### config.mk
export PLATFORM = sky130hd
export DESIGN_NAME = fwd_select_unit
export DESIGN_NICKNAME = d
export VERILOG_FILES = /design/src/rtl/fwd_pkg.sv /design/src/rtl/fwd_operand_match.sv /design/src/rtl/fwd_select_unit.sv
export SDC_FILE = /design/constraint.sdc
export NUM_CORES = 1
export LEC_CHECK = 0
export CAP_MARGIN = 10
export CORE_MARGIN = 2
export CORE_UTILIZATION = 45
export CTS_CLUSTER_DIAMETER = 100
export CTS_CLUSTER_SIZE = 10
export DETAILED_ROUTE_END_ITERATION = 8
export GPL_TIMING_DRIVEN = 0
export HOLD_SLACK_MARGIN = 0.15
export PLACE_DENSITY = 0.85
export SLEW_MARGIN = 20
export SYNTH_ARGS = -nofsm -noshare
export SYNTH_HDL_FRONTEND = slang
export SYNTH_HIERARCHICAL = 1
export SYNTH_SLANG_ARGS = --single-unit
### constraint.sdc
create_clock -name clk -period 1.8 [get_ports clk]
set_input_delay 0.27 -clock clk [delete_from_list [all_inputs] [get_ports clk]]
set_output_delay 0.27 -clock clk [all_outputs]
set_load 0.03 [all_outputs]
### src/rtl/fwd_pkg.sv
// Shared types for the EX-stage operand-forwarding controller.
package fwd_pkg;

    localparam int unsigned FWD_REG_W = 5;
    localparam int unsigned XZR_IDX   = 31;
    localparam int unsigned FWD_CNT_W = 16;

    // ALU operand mux port: register file, EX/MEM result, MEM/WB data, constant zero
    typedef enum logic [1:0] {
        FWD_RF    = 2'd0,
        FWD_EXMEM = 2'd1,
        FWD_MEMWB = 2'd2,
        FWD_ZERO  = 2'd3
    } fwd_port_t;

    // Destination tracking entry for one in-flight instruction
    typedef struct packed {
        logic                 valid;
        logic [FWD_REG_W-1:0] rd;
        logic                 reg_write;
        logic                 mem_read;
    } dest_entry_t;

endpackage

### src/rtl/fwd_operand_match.sv
// Per-operand forwarding select and load-use detection (combinational).
module fwd_operand_match
    import fwd_pkg::*;
#(
    parameter int unsigned REG_W    = FWD_REG_W,
    parameter int unsigned ZERO_REG = XZR_IDX
) (
    input  logic [REG_W-1:0] i_src,
    input  logic             i_use,
    input  dest_entry_t      i_ex_e,
    input  dest_entry_t      i_mem_e,
    output fwd_port_t        o_port,
    output logic             o_load_hit
);

    logic w_is_zero;
    logic w_ex_hit;
    logic w_mem_hit;
    logic w_unused_mem_read;

    assign w_is_zero = (i_src == REG_W'(ZERO_REG));
    assign w_ex_hit  = i_ex_e.valid  & i_ex_e.reg_write  & (i_ex_e.rd  == i_src);
    assign w_mem_hit = i_mem_e.valid & i_mem_e.reg_write & (i_mem_e.rd == i_src);

    // A load in MEM has its data at MEM/WB already, so its load flag is irrelevant here
    assign w_unused_mem_read = i_mem_e.mem_read;

    // Priority select: zero register, unused operand, youngest producer, older producer
    always_comb begin
        o_port = FWD_RF;
        if (w_is_zero) begin
            o_port = FWD_ZERO;
        end else if (!i_use) begin
            o_port = FWD_RF;
        end else if (w_ex_hit) begin
            o_port = FWD_EXMEM;
        end else if (w_mem_hit) begin
            o_port = FWD_MEMWB;
        end
    end

    // Load in EX feeding this operand: data not ready until it reaches MEM/WB
    assign o_load_hit = i_use & w_ex_hit & i_ex_e.mem_read & !w_is_zero;

endmodule

### src/rtl/fwd_select_unit.sv
// Operand-forwarding controller for the EX stage: shadow destination pipeline,
// registered ALU operand selects and one-cycle load-use stall.
// Optional feature macro: FWD_STALL_CNT_EN adds a saturating stall_count output.
module fwd_select_unit
    import fwd_pkg::*;
#(
    parameter int unsigned REG_W    = FWD_REG_W,
    parameter int unsigned ZERO_REG = XZR_IDX
`ifdef FWD_STALL_CNT_EN
    ,
    parameter int unsigned CNT_W    = FWD_CNT_W
`endif
) (
    input  logic             clk,
    input  logic             reset,
    input  logic             id_valid,
    input  logic [REG_W-1:0] id_rn,
    input  logic [REG_W-1:0] id_rm,
    input  logic             id_use_rn,
    input  logic             id_use_rm,
    input  logic [REG_W-1:0] id_rd,
    input  logic             id_reg_write,
    input  logic             id_mem_read,
    input  logic             flush,
    output logic [1:0]       ex_fwd_a,
    output logic [1:0]       ex_fwd_b,
    output logic             stall_id
`ifdef FWD_STALL_CNT_EN
    ,
    output logic [CNT_W-1:0] stall_count
`endif
);

    dest_entry_t r_ex_e;
    dest_entry_t r_mem_e;
    dest_entry_t r_wb_e;

    fwd_port_t   w_port_a;
    fwd_port_t   w_port_b;
    logic        w_load_hit_a;
    logic        w_load_hit_b;
    logic        w_bubble;
    dest_entry_t w_ex_next;
    logic [1:0]  w_fwd_a_next;
    logic [1:0]  w_fwd_b_next;
    logic        w_unused_wb;

    fwd_operand_match #(.REG_W(REG_W), .ZERO_REG(ZERO_REG)) u_match_a (
        .i_src      (id_rn),
        .i_use      (id_use_rn),
        .i_ex_e     (r_ex_e),
        .i_mem_e    (r_mem_e),
        .o_port     (w_port_a),
        .o_load_hit (w_load_hit_a)
    );

    fwd_operand_match #(.REG_W(REG_W), .ZERO_REG(ZERO_REG)) u_match_b (
        .i_src      (id_rm),
        .i_use      (id_use_rm),
        .i_ex_e     (r_ex_e),
        .i_mem_e    (r_mem_e),
        .o_port     (w_port_b),
        .o_load_hit (w_load_hit_b)
    );

    // Load-use stall; a taken-branch flush squashes the consumer, so it wins
    assign stall_id = id_valid & !flush & (w_load_hit_a | w_load_hit_b);
    assign w_bubble = stall_id | flush | !id_valid;

    // Write-back entry completes the shadow pipe; the register file writes before it reads, so no select uses it
    assign w_unused_wb = ^r_wb_e;

    // Next EX entry and selects: a bubble carries no destination and selects the register file
    always_comb begin
        w_ex_next    = '0;
        w_fwd_a_next = 2'(FWD_RF);
        w_fwd_b_next = 2'(FWD_RF);
        if (!w_bubble) begin
            w_ex_next.valid     = 1'b1;
            w_ex_next.rd        = FWD_REG_W'(id_rd);
            w_ex_next.reg_write = id_reg_write;
            w_ex_next.mem_read  = id_mem_read;
            w_fwd_a_next        = 2'(w_port_a);
            w_fwd_b_next        = 2'(w_port_b);
        end
    end

    // Shadow pipeline and EX-aligned selects advance every clock; stalls never freeze MEM/WB
    always_ff @(posedge clk or posedge reset) begin
        if (reset) begin
            r_ex_e   <= '0;
            r_mem_e  <= '0;
            r_wb_e   <= '0;
            ex_fwd_a <= 2'(FWD_RF);
            ex_fwd_b <= 2'(FWD_RF);
        end else begin
            r_ex_e   <= w_ex_next;
            r_mem_e  <= r_ex_e;
            r_wb_e   <= r_mem_e;
            ex_fwd_a <= w_fwd_a_next;
            ex_fwd_b <= w_fwd_b_next;
        end
    end

`ifdef FWD_STALL_CNT_EN
    // Saturating count of stalled cycles
    always_ff @(posedge clk or posedge reset) begin
        if (reset) begin
            stall_count <= '0;
        end else if (stall_id && (stall_count != '1)) begin
            stall_count <= stall_count + CNT_W'(1);
        end
    end
`endif

endmodule

---- Word level (Yosys, flattened, before mapping) ----
Index checks and enable logic that the tools add are counted.
operators by class
  multiplexer cells ....................... 11
  reduce and logical (&&, ||, !) cells .... 4
  eq/ne operators ......................... 6
  bitwise gates (word level) .............. 17
  $add $sub $neg .......................... 0
  shift operators ......................... 0
  divide/modulo/power cells ............... 0
  magnitude comparators ................... 0
  multipliers ............................. 0
operator list
  cell                count
  $eq 5x5->1          4
  $mux 2              10
  $and 1x1->1         14
  $eq 5x5->1 const B  2
  $mux 8              1
  $logic_not 1->1     4
  $or 1x1->1          3
storage, ports and cells
  flip-flop bits (word level) ............. 19
  word-level logic and storage cells ...... 47
  bits of input ports ..................... 23
  ROM bits ................................ 0
  latch bits .............................. 0
  memories kept ........................... 0
  RAM bits ................................ 0

---- Longest topological paths before layout ----
  depth in word-level cells ............... 10
  mapped depth ............................ 7
  gate-level depth less buffers ........... 6

---- Hierarchy ----
Netlist, hierarchy kept.
by module, submodules not included
  module             area each (sq um)  times used  cells an instance  seq. area each (sq um)
  fwd_select_unit    619.3              1           36                 500.5
  fwd_operand_match  162.7              2           21                 0.0

---- Worst setup path after synthesis ----
Ideal clock, no wire load.
  path type ............................... reg-to-output
  from .................................... register r_ex_e[4] (netlist name)
  to ...................................... output stall_id
  buffers on the path ..................... 0
  stages on the path, launching flop included .. 7
  data required time ...................... 1.530 ns
  arrival ................................. 1.844 ns
  slack ................................... -0.314 ns
  cells stage by stage .................... dfrtp_1 xnor2_1 nand4_1 nor2_1 and4_1 nor2_1 nor3b_1
on the way
  longest elaborated chain between the ends .. 7
RTL lines
  item                      RTL line                 text
  from (decl)               fwd_select_unit.sv:34    dest_entry_t r_ex_e;
  from (signal assigned)    fwd_select_unit.sv:97    r_ex_e <= w_ex_next;
  $eq 5x5->1                fwd_operand_match.sv:22  assign w_ex_hit = i_ex_e.valid & i_ex_e.reg_write & (i_ex_e.rd == i_src);
  $and 1x1->1               fwd_operand_match.sv:22
  $and 1x1->1 (3 in a row)  fwd_operand_match.sv:43  assign o_load_hit = i_use & w_ex_hit & i_ex_e.mem_read & !w_is_zero;
  via w_load_hit_b          fwd_select_unit.sv:41    logic w_load_hit_b;
  $or 1x1->1                fwd_select_unit.sv:67    assign stall_id = id_valid & !flush & (w_load_hit_a | w_load_hit_b);
  $and 1x1->1               fwd_select_unit.sv:67
  to (decl)                 fwd_select_unit.sv:27    output logic stall_id
The timed path passes the listed nets, and every way through them passes these cells.

---- Worst setup path after layout ----
  from .................................... register r_ex_e[3] (netlist name)
  to ...................................... output stall_id
Same word-level chain as after synthesis.

==> flow_summary.toml <==
[final_layout]
multi_input_area_um2 = 460
postLayoutCellArea_um2 = 1320
diodes = 0
layout-area-overhead-vs-synth_pct = 43.9
drive_above_1_share_pct = 23.5
sequential_standard_cell_area_um2 = 475
fillers = 142
final_net_count = 139

[sta]
setup_slack_ps = -257
finalHoldViolCount = 0
grt_setup_unrepaired = "yes"
finalMaxSlewViolations = 0
min_period_over_period_pct = 114
skew_ps = 18.8
fmaxAchievable_mhz = 486
max_slew.worst_pin.slew_ps = 701
timing.final.setup_violations = 1
worst_slew_margin_pct = 53.2
whs_ps = 342
period_minus_slack_ps = 2060
tns_ps = -257

[worst_setup_path]
timing.critical_path.slowest_stage_cell = "dfrtp_1"
worst_ep_required_time_ps = 1530
critical_path.cell_chain = "xnor2_1 -> nand3_1 -> nor2_2 -> and4_4 -> nor2_2 -> nor3b_4 -> buf_6"
crit_fanout = 3
worst_path_dominant_cell_family = "simple AND/OR/NAND/NOR gates"
critical_path_buf_inv_count = 1
crit_cells = 7
cp-start-kind = "flop"
timing.critical_path.from = "r_ex_e[3]$_DFF_PP0_"
setup.worst_path.end_class = "output pin"
worst_ep_arrival_time_ps = 1790
r2r-end = "r_ex_e[0]$_DFF_PP0_"
criticalPathCategory = "flop to output pin"
r2r.worst_path.cells = 8
r2r_start = "r_ex_e[4]$_DFF_PP0_"
worstSetupEndpoint = "stall_id"
crit_path_frequent_cell = "nor2_2"
timing.reg2reg.setup_slack_ps = 80
critPathMaxStageDelay_ps = 440

[clock_tree]
clock_tree.buffer_depth = 2
insertion_delay_ps = 320
cts_root_buffer = "clkbuf_4"
tritoncts_num_sinks = 19
clock_tree.htree_level_count = 1
clk_pin_slew_worst_paths_ps = 130
cts_made_buffers = 3
tritoncts = "built"

[place]
pre_cts_ws_ps = -947
dp_hpwl_mm = 1.46
port-buffer-count = 27
detailed_place.area_um2 = 1230
routabilityCongestion = 0.799

[logic_synthesis]
synthesis.area_per_instance_um2 = 11.9
synth.cell_area_um2 = 920
syn_inst = 77
ys.warnings.count = 6
postSynthNetCount = 100

[floorplanning]
die_width_um = 49.2
design.die.area_um2 = 2420
die_height_um = 49.2
start_util_pct = 47.4
core_um2 = 1940
rows = 16
io-pin-count = 28

[global_route]
grt_pass1_vias = 815
initial_antenna_violation_count = 0
globalRouteOverflowTotal = 0
grt_max_degree = 20
grt_use_total_pct = 18.8
grt_pass1_wl_mm = 3.40

[power]
total_power_uw = 810
leakagePower_nw = 0.611
worst_ir_drop_vdd_mv = 0.565
power_density_nw_per_um2 = 612

[routing]
first_pass_drt_iterations = 4
remaining_number_of_nets_flagged_by_the_antenna_check_after_routing = 0
drcViolationCount = 0
drt_iter0_drc = 12
wl_per_cell_um = 14.8
detailroute.via_count = 735
avgViaCountPerCell = 5.18
routed_wirelength_mm = 2.11

[hold_path]
timing.hold.worst.class = "input pin to asynchronous set/reset pin"

[status]
failed_checks = "negative setup slack"
run_status = "finished with violations"

[run]
max_cap_viol_count = 0
==> registers in the layout (all words and copies together) (netlist names) <==
signal    flops
r_mem_e       7
ex_fwd_a      2
ex_fwd_b      2
r_ex_e        8
==> final cells by class <==
| cell class | count | share of cell area, % |
|---|---|---|
| clock inverters | 1 | 0.378 |
| plain buffers | 1 | 0.851 |
| inverters | 1 | 0.284 |
| clock buffers | 3 | 1.70 |
| multi-input cells | 56 | 34.8 |
| repair buffers | 34 | 23.5 |
| well taps | 27 | 2.55 |
| flip-flops and latches | 19 | 35.9 |
==> cell usage in the layout, fill, tap and decap left out, drive strengths merged, types with 2 or more instances in the layout <==
| cell type | n |
|---|---|
| dfrtp | 19 |
| and4 | 2 |
| clkbuf | 3 |
| xnor2 | 12 |
| and3 | 4 |
| nand4 | 2 |
| clkdlybuf4s50 | 16 |
| dlygate4sd2 | 10 |
| xor2 | 8 |
| buf | 9 |
| a21bo | 2 |
| nand3 | 6 |
| nor2 | 3 |
| o21ai | 2 |
| and2 | 11 |
| nor4 | 2 |
==> stage by stage <==
step           utilization (%)  instances
2_1_floorplan                -         77
3_3_place_gp              63.6        131
3_5_place_dp              63.6        131
4_1_cts                   67.4        141
5_1_grt                   68.2        142
6_report                  68.2        142
==> routing by layer <==
metal / global-route usage (%) / part of all wire, % / wire length (µm)
met5: 0 / 0 / 0
met4: 14.8 / 1.7 / 36
met3: 2.76 / 6.3 / 132
met2: 31.3 / 53 / 1120
met1: 21.4 / 39 / 817
==> where the power goes <==
group,total (mW),internal (mW),switching (mW)
Combinational,0.127,0.0732,0.0540
Sequential,0.453,0.441,0.0124
Clock,0.230,0.0831,0.146
==> worst min path at each step <==
stage                              startpoint                    end  slack [ps]
after CTS                               reset    r_ex_e[7]$_DFF_PP0_         380
final                                   reset    r_ex_e[7]$_DFF_PP0_         340
after global placement    r_ex_e[7]$_DFF_PP0_   r_mem_e[7]$_DFF_PP0_         390
after detailed placement  r_ex_e[1]$_DFF_PP0_   r_mem_e[1]$_DFF_PP0_         390
after global routing                    reset   r_mem_e[4]$_DFF_PP0_         440
after floorplan                         reset  ex_fwd_a[0]$_DFF_PP0_         220
==> repair_timing <==
action | CTS | global route
hold buffers | 0 | 0
gates resized for setup | 22 | 1
pin swaps | 13 | 1
endpoints found under the setup margin | 2 | 1
buffers inserted | 6 | 1
endpoints found under the hold margin | 0 | 0
(Power assumes the default switching activity.)
